===== src/rtl/cnn_pkg.sv =====
// Shared types, default geometry and arithmetic helpers for the CNN post-convolution stages.
package cnn_pkg;

   localparam int DIM    = 8;
   localparam int KSIZE  = 3;
   localparam int DEF_W  = 8;
   localparam int DEF_OW = DIM - KSIZE + 1;
   localparam int DEF_OH = DIM - KSIZE + 1;

   // Helpers work on a wide signed type so any data width W fits after sign extension.
   localparam int CALC_W = 32;
   typedef logic signed [CALC_W-1:0] calc_t;

   typedef enum logic [1:0] {
      FILL,
      EMIT,
      DISCARD
   } pool_state_t;

   function automatic calc_t relu(input calc_t x);
      return x[CALC_W-1] ? '0 : x;
   endfunction

   function automatic calc_t max2(input calc_t a, input calc_t b);
      return (a > b) ? a : b;
   endfunction

   function automatic int idx_bits(input int depth);
      return (depth > 1) ? $clog2(depth) : 1;
   endfunction

endpackage


===== src/rtl/pool_line_buf.sv =====
// Line buffer holding one horizontal-pair maximum per pooling window of the previous row.
module pool_line_buf
   import cnn_pkg::*;
#(
   parameter int W     = DEF_W,
   parameter int DEPTH = DEF_OW / 2,
   parameter int IW    = idx_bits(DEPTH)
) (
   input  logic          clk,
   input  logic          i_wr_en,
   input  logic [IW-1:0] i_wr_idx,
   input  logic [W-1:0]  i_wr_data,
   input  logic [IW-1:0] i_rd_idx,
   output logic [W-1:0]  o_rd_data
);

   logic [W-1:0] r_mem [DEPTH];

   // NOTE: storage has no reset; every entry is rewritten in the even row before the odd row reads it.
   always_ff @(posedge clk) begin
      if (i_wr_en) begin
         r_mem[i_wr_idx] <= i_wr_data;
      end
   end

   assign o_rd_data = r_mem[i_rd_idx];

endmodule


===== src/rtl/relu_maxpool2.sv =====
// ReLU followed by 2x2 stride-2 max pooling over a raster-ordered convolution stream.
module relu_maxpool2
   import cnn_pkg::*;
#(
   parameter int W  = DEF_W,
   parameter int OW = DEF_OW,
   parameter int OH = DEF_OH
) (
   input  logic                clk,
   input  logic                rst,
   input  logic                start,
   input  logic                in_valid,
   input  logic signed [W-1:0] in_data,
   output logic                out_valid,
   output logic signed [W-1:0] out_data,
   output logic                frame_done
);

   localparam int CW = idx_bits(OW);
   localparam int RW = idx_bits(OH);
   localparam int NB = OW / 2;
   localparam int IW = idx_bits(NB);

   localparam logic [CW-1:0] COL_LAST     = CW'(OW - 1);
   localparam logic [CW-1:0] COL_WIN_LAST = CW'(2 * (OW / 2) - 1);
   localparam logic [RW-1:0] ROW_LAST     = RW'(OH - 1);
   localparam logic [RW-1:0] ROW_PRE_LAST = RW'(OH - 2);
   localparam logic [RW-1:0] ROW_WIN_LAST = RW'(2 * (OH / 2) - 1);
   localparam bit            OH_ODD       = (OH % 2) == 1;

   pool_state_t         r_state;
   logic [CW-1:0]       r_col;
   logic [RW-1:0]       r_row;
   logic signed [W-1:0] r_hreg;
   logic                r_out_valid;
   logic signed [W-1:0] r_out_data;
   logic                r_frame_done;

   pool_state_t         w_state;
   pool_state_t         w_state_nxt;
   logic [CW-1:0]       w_col;
   logic [CW-1:0]       w_col_nxt;
   logic [RW-1:0]       w_row;
   logic [RW-1:0]       w_row_nxt;
   logic signed [W-1:0] w_relu;
   logic signed [W-1:0] w_hmax;
   logic signed [W-1:0] w_lbuf_rd;
   logic signed [W-1:0] w_pool;
   logic [IW-1:0]       w_idx;
   logic                w_pair_end;
   logic                w_emit;
   logic                w_lbuf_wr;

   // A start overrides the stored position so a same-cycle sample is pixel (0,0).
   assign w_col   = start ? '0 : r_col;
   assign w_row   = start ? '0 : r_row;
   assign w_state = start ? FILL : r_state;

   assign w_relu     = W'(relu(calc_t'(in_data)));
   assign w_hmax     = W'(max2(calc_t'(r_hreg), calc_t'(w_relu)));
   assign w_pool     = W'(max2(calc_t'(w_lbuf_rd), calc_t'(w_hmax)));
   assign w_idx      = IW'(w_col >> 1);
   assign w_pair_end = in_valid && w_col[0];
   assign w_emit     = w_pair_end && (w_state == EMIT);
   assign w_lbuf_wr  = w_pair_end && (w_state == FILL);

   pool_line_buf #(
      .W     (W),
      .DEPTH (NB),
      .IW    (IW)
   ) u_lbuf (
      .clk       (clk),
      .i_wr_en   (w_lbuf_wr),
      .i_wr_idx  (w_idx),
      .i_wr_data (w_hmax),
      .i_rd_idx  (w_idx),
      .o_rd_data (w_lbuf_rd)
   );

   always_comb begin
      // NOTE: every output gets a default first, so no path leaves a latch behind.
      w_col_nxt   = w_col;
      w_row_nxt   = w_row;
      w_state_nxt = w_state;
      if (in_valid) begin
         if (w_col == COL_LAST) begin
            w_col_nxt = '0;
            w_row_nxt = (w_row == ROW_LAST) ? '0 : w_row + 1'b1;
            case (w_state)
               FILL:    w_state_nxt = EMIT;
               EMIT:    w_state_nxt = (OH_ODD && (w_row == ROW_PRE_LAST)) ? DISCARD : FILL;
               DISCARD: w_state_nxt = FILL;
               default: w_state_nxt = FILL;
            endcase
         end else begin
            w_col_nxt = w_col + 1'b1;
         end
      end
   end

   always_ff @(posedge clk or posedge rst) begin
      if (rst) begin
         r_state      <= FILL;
         r_col        <= '0;
         r_row        <= '0;
         r_hreg       <= '0;
         r_out_valid  <= 1'b0;
         r_out_data   <= '0;
         r_frame_done <= 1'b0;
      end else begin
         // NOTE: non-blocking assignments so every register samples pre-edge values.
         r_state      <= w_state_nxt;
         r_col        <= w_col_nxt;
         r_row        <= w_row_nxt;
         r_out_valid  <= w_emit;
         r_frame_done <= w_emit && (w_row == ROW_WIN_LAST) && (w_col == COL_WIN_LAST);
         if (in_valid && !w_col[0] && (w_col != COL_LAST)) begin
            r_hreg <= w_relu;
         end
         if (w_emit) begin
            r_out_data <= w_pool;
         end
      end
   end

   assign out_valid  = r_out_valid;
   assign out_data   = r_out_data;
   assign frame_done = r_frame_done;

endmodule


===== config.mk =====
export PLATFORM = sky130hd
export DESIGN_NAME = relu_maxpool2
export DESIGN_NICKNAME = d
export VERILOG_FILES = /design/src/rtl/cnn_pkg.sv /design/src/rtl/pool_line_buf.sv /design/src/rtl/relu_maxpool2.sv
export SDC_FILE = /design/constraint.sdc
export NUM_CORES = 1
export LEC_CHECK = 0
export CORE_MARGIN = 5
export CORE_UTILIZATION = 51
export CTS_CLUSTER_SIZE = 16
export DETAILED_ROUTE_END_ITERATION = 7
export GPL_ROUTABILITY_DRIVEN = 0
export HOLD_SLACK_MARGIN = 0.05
export PLACE_DENSITY = 0.76
export SETUP_SLACK_MARGIN = 0.4
export SLEW_MARGIN = 20
export SYNTH_ARGS = -nofsm -noshare
export SYNTH_HDL_FRONTEND = slang
export SYNTH_SLANG_ARGS = --single-unit

===== constraint.sdc =====
create_clock -name clk -period 3.03 [get_ports clk]
set_input_delay 0.909 -clock clk [delete_from_list [all_inputs] [get_ports clk]]
set_output_delay 0.909 -clock clk [all_outputs]
set_load 0.01 [all_outputs]

---- Word level (Yosys, flattened, before mapping) ----
Memories as Yosys holds them, arrays and structs flattened.
Index checks and enable logic that the tools add are counted.
storage, ports and cells
  register bits ........................... 25
  latch bits .............................. 0
  bits in writable memories ............... 21
  bits in read-only memories .............. 0
  bits of input ports ..................... 12
  output and inout bits ................... 10
  logic and storage cells ................. 41
  memories ................................ 1
memory list
  memory        depth  bits a word  read ports  clocked after Yosys merged registers in  write ports  line                 RTL
  u_lbuf.r_mem  3      7            1           0                                        1            pool_line_buf.sv:17  logic [W-1:0] r_mem [DEPTH];
cells by class
  $add $sub $neg .......................... 2
  multipliers ............................. 0
  divide/modulo/power cells ............... 0
  order comparisons ....................... 2
  eq/ne operators ......................... 4
  shifts and indexed selects .............. 0
  multiplexer cells ....................... 16
  bitwise gates (word level) .............. 0
  reduce and logical (&&, ||, !) cells .... 9
operators by type and width
  kind                 number
  $mux 3               7
  $mux 7               2
  $gt 8x8->1           1
  $mux 8               1
  $gt 7x7->1           1
  $logic_and 1x1->1    7
  $add 3x1->3 const B  2
  $eq 3x3->1 const B   2
  $mux 2               3
  $mux 1               3
  $ne 3x3->1 const B   1
  $eq 2x1->1 const B   1
  $logic_not 2->1      1
  $logic_not 1->1      1

---- Logic depth before layout (Yosys ltp) ----
  depth after elaboration ................. 5
  mapped depth ............................ 15
  mapped depth without buffers ............ 15

---- Modules after synthesis ----
Synthesis repeated with hierarchy kept, for this count alone.
unflattened totals
  cell total of the unflattened synthesis .. 255
  area, all modules ....................... 2697.6 um2
by module, submodules not included
  module         times used  cells an instance  area an instance (um2)  seq. area each (um2)
  relu_maxpool2  1           202                1779.2                  625.6
  pool_line_buf  1           53                 918.4                   720.7

---- Least setup slack after synthesis ----
OpenSTA, ideal clock, no wires.
  kind .................................... input to register
  start point ............................. in in_data[6]
  end point ............................... reg r_out_data[0], in the netlist out_data[0]
  setup time .............................. 0.120 ns
  arrival time ............................ 3.672 ns
  data required time ...................... 2.910 ns
  slack ................................... -0.762 ns
  cell stages on the path ................. 14
  path buffers ............................ 0
  cells stage by stage .................... nor2b_1 > inv_1 > ha_1 > nand4_2 > a21oi_1 > a2111oi_2 > o21bai_4 > mux2i_1 > ha_1 > a21oi_1 > o21ai_0 > o211ai_1 > o21ai_0 > a31o_2
between the ends
  cells in the longest elaborated chain, start to end .. 5
ends and longest elaborated chain
  element                 line                  RTL
  start: declaration      relu_maxpool2.sv:13   input logic signed [W-1:0] in_data,
  $mux 7 (*)              cnn_pkg.sv:21         return x[CALC_W-1] ? '0 : x;
  $gt 7x7->1              cnn_pkg.sv:25         return (a > b) ? a : b;
  $mux 7 (*)              cnn_pkg.sv:25
  $gt 8x8->1              cnn_pkg.sv:25
  $mux 8 (*)              cnn_pkg.sv:25
  end signal: assignment  relu_maxpool2.sv:121  r_out_data <= w_pool;
  end: declaration        relu_maxpool2.sv:36   logic signed [W-1:0] r_out_data;
Every way passes the cells marked *; elsewhere a longest branch is shown, timed or not.
A chain may end at the register's enable or synchronous reset.

---- Final worst setup path ----
  start point ............................. in in_data[7]
  end point ............................... reg r_out_data[0], in the netlist out_data[0]
The elaborated chain is that of the path after synthesis.

==> impl_results.md <==
* Vias at roughly 1,800
* Cell taking the most area after synthesis: edfxtp_1
* Mean post-synth cell area at around 11 µm²
* Top post-synthesis cells by count: dfrtp_1, inv_1, edfxtp_1, nand2_1, ha_1
* Post-Synth XOR/XNOR Area at 0
* Post-route ant nets at 0
* Final setup vio count at 7
* Fill cells at 278
* Crit path largest cell delay at around 0.32 ns
* Post-synthesis mux area share at 0.0670
* First drt pass iteration count at 4
* Final WS setup at -0.649 ns
* Final Util at 0.759
* Worst EP required at 3.22 ns
* Worst Setup Path Type: input pin to flip-flop
* Leakage at roughly 0.0014 µW
* Distinct cells, synth at 34
* CP max FO at 6
* Die extent in x at 77.1 µm
* Hold buffer count at cts at 0
* DR iter-0 viols at between 100 and 150
* Hpwl dp at around 3900 µm
* CTS clk-pin slew, worst paths at 0.08 ns
* Final Non-Filler Cells at 329
* DRC Markers at 0
* Max cap viols at 0
* Crit path cell chain: buf_6 > buf_6 > nor2b_4 > inv_2 > ha_4 > a21oi_4 > a21oi_2 > a2111oi_4 > o21bai_4 > mux2i_2 > ha_1 > a21oi_2 > o21ai_2 > o211ai_1 > o21ai_1 > a31o_2
* DIE HEIGHT at just under 80 µm
* Final net count at 304
* FP Rows at 24
* Clk root buf: clkbuf_8
* Clk_lat worst skew at 0.31 ns
* Slew @ Worst Pin at about 0.62 ns
* Post-Synth Adder-Cell Area at 0.0871
* CTS tree: built
* Vias per Instance at ~5.6
* # placed instances at approximately 310
* Overflow after GRT at 0
* RSZ-0062 raised after global routing: yes
* Ant diodes at 0
* Largest family of logic cells by synthesized area: simple AND/OR/NAND/NOR gates
* Area delta synth->final at 44.0%
* Failing checks: negative setup slack
* Slew Limit Fails at 0
* Final hold viol count at 0
* H-tree levels at 2
* Tcrit/Tclk final at 1.21
* Ys async rst share at 0.533
* Clock skew at around 0.0066 ns
* Starting Density at 0.528
* Tmin final at between 3 and 4 ns
* GR Util All Layers at 0.186
* Vias in the first global route at around 1,900
* Startpoint Class: input pin
* Die area at roughly 5900 µm²
* Synthesized area at roughly 2300 µm²
* Synth Area in Simple Gates at 0.134
* P per Cell Area at roughly 500 nW/µm²
* Drt total wl at 5590 µm
* Status: finished with violations
* Num Clock Sinks at 45
* Buf/Inv on CP at 3
* Top FF cell, synth: dfrtp_1
* Layout cells sized above 1 at 0.430
* HP Class: flip-flop to flip-flop
* Max VDD drop at 0.253 mV
* Synth top area share at 0.275
* Seq/Total Area, Yosys at 0.536
* Post-Syn Nets at about 240
* CP top delay family: compound AO/OA/AOI/OAI gates
* Yosys warns at 0
* Clock tree buffer depth at 2
* Global-route wire length before repair at a little under 9000 µm
* Worst slew margin at 0.586
* Crit end category: flip-flop
* Largest net degree at the start of global routing at 25
* Num CTS Buffers at 5
* Dominant cells by area after synthesis: edfxtp_1, dfrtp_1, ha_1, inv_1, mux2_2
* Core area at about 4400 µm²
* DR WL/cell at roughly 17 µm
* Worst EP arrival at a little under 4 ns
* Initial antenna violation count at 0
* Slowest CP cell: mux2i_2
* Post-Synthesis Cells at between 200 and 250
* IO buf count at 20
* Flops & latches, synth at 45
* FMAX at 272 MHz
* Synth Area in Compound Gates at 0.125
* Io pins at 22
* Final Hold Slack at 0.502 ns
* EDFF count, synth at 21
==> state kept, by name, summed over array words and instances, names as in the netlist <==
signal        count
u_lbuf.r_mem     21
out_data          7
r_state           2
r_col             3
out_valid         1
r_row             3
frame_done        1
r_hreg            7
==> per-layer routing <==
metal / wire length [µm] / part of all wire / track usage
met5: 0 / 0 / 0
met4: 145 / 0.026 / 0.0704
met3: 225 / 0.040 / 0.0293
met2: 2950 / 0.53 / 0.335
met1: 2260 / 0.40 / 0.222
==> cells by family after synthesis <==
| kind of cell | after synthesis |
|---|---|
| other cells | 1 |
| mux | 14 |
| simple gates | 61 |
| fa+ha+maj | 16 |
| compound gates | 42 |
| buf+inv | 29 |
| flops | 45 |
==> area by class of cell <==
type,instances,area (µm²),area share
well taps,52,65.1,0.0197
multi-input cells,134,1240,0.376
clock buffers,5,68.8,0.0208
inverters,24,105,0.0318
clock inverters,3,20.0,0.00605
repair buffers,66,573,0.173
flip-flops and latches,45,1230,0.372
==> tightest hold or removal path: stages (launching register included) <==
cell and delay, ns:
dfrtp_1 0.35, nand2_1 0.06, o221ai_2 0.05
==> through the flow <==
step           power (µW)  area (µm²)  setup WS (ns)  TNS (ns)
2_1_floorplan         970        2400         -0.641     -3.75
3_3_place_gp         1120        2920          -1.29    -17.46
3_5_place_dp         1140        2920          -1.35    -19.43
4_1_cts              1580        3180         -0.536     -3.46
5_1_grt              1740        3310         -0.740     -4.87
6_report             1660        3310         -0.649     -4.15
==> path summary, 6_finish.rpt <==
| path | from | to | slack, ns | depth (start not counted) |
|---|---|---|---|---|
| max | in_data[7] | out_data[0] | -0.65 | 16 |
| min | out_data[2] | out_data[2] | 0.50 | 2 |
| max reg2reg | r_hreg[6] | out_data[0] | -0.08 | 12 |
| min reg2reg | out_data[2] | out_data[2] | 0.50 | 2 |
| max in group asynchronous | rst | out_data[5] | 1.84 | 3 |
| min in group asynchronous | rst | r_col[2] | 0.94 | 3 |
==> cell usage in the layout, fill, tap and decap left out, types with 4 or more instances in the layout <==
| master | instances |
|---|---|
| a21oi_1 | 9 |
| a21oi_2 | 4 |
| a22oi_1 | 7 |
| buf_4 | 37 |
| buf_6 | 10 |
| clkbuf_8 | 5 |
| clkdlybuf4s50_1 | 12 |
| dfrtp_1 | 24 |
| dlygate4sd2_1 | 6 |
| edfxtp_1 | 21 |
| ha_1 | 8 |
| ha_4 | 7 |
| inv_1 | 12 |
| inv_2 | 6 |
| inv_4 | 6 |
| mux2_2 | 7 |
| mux2i_2 | 5 |
| nand2_1 | 20 |
| nand3_1 | 4 |
| nand3b_1 | 4 |
| nor2_1 | 11 |
| nor2b_4 | 7 |
| o21ai_0 | 4 |
| o221ai_2 | 5 |
==> what timing repair did <==
action                                  4_1_cts  5_1_grt
endpoints found under the setup margin       33       36
pin swaps                                    16        2
resized for setup                            45       30
gates cloned                                  0        0
buffers inserted                              7        3
==> power breakdown <==
| group | leakage [µW] | internal [µW] | switching, µW |
|---|---|---|---|
| combinational | 0.000856 | 299 | 279 |
| sequential | 0.000518 | 682 | 24.3 |
| clock | 0.0000422 | 163 | 218 |
| total | 0.00142 | 1140 | 521 |
Note: power is estimated with default switching activity, not from simulation.
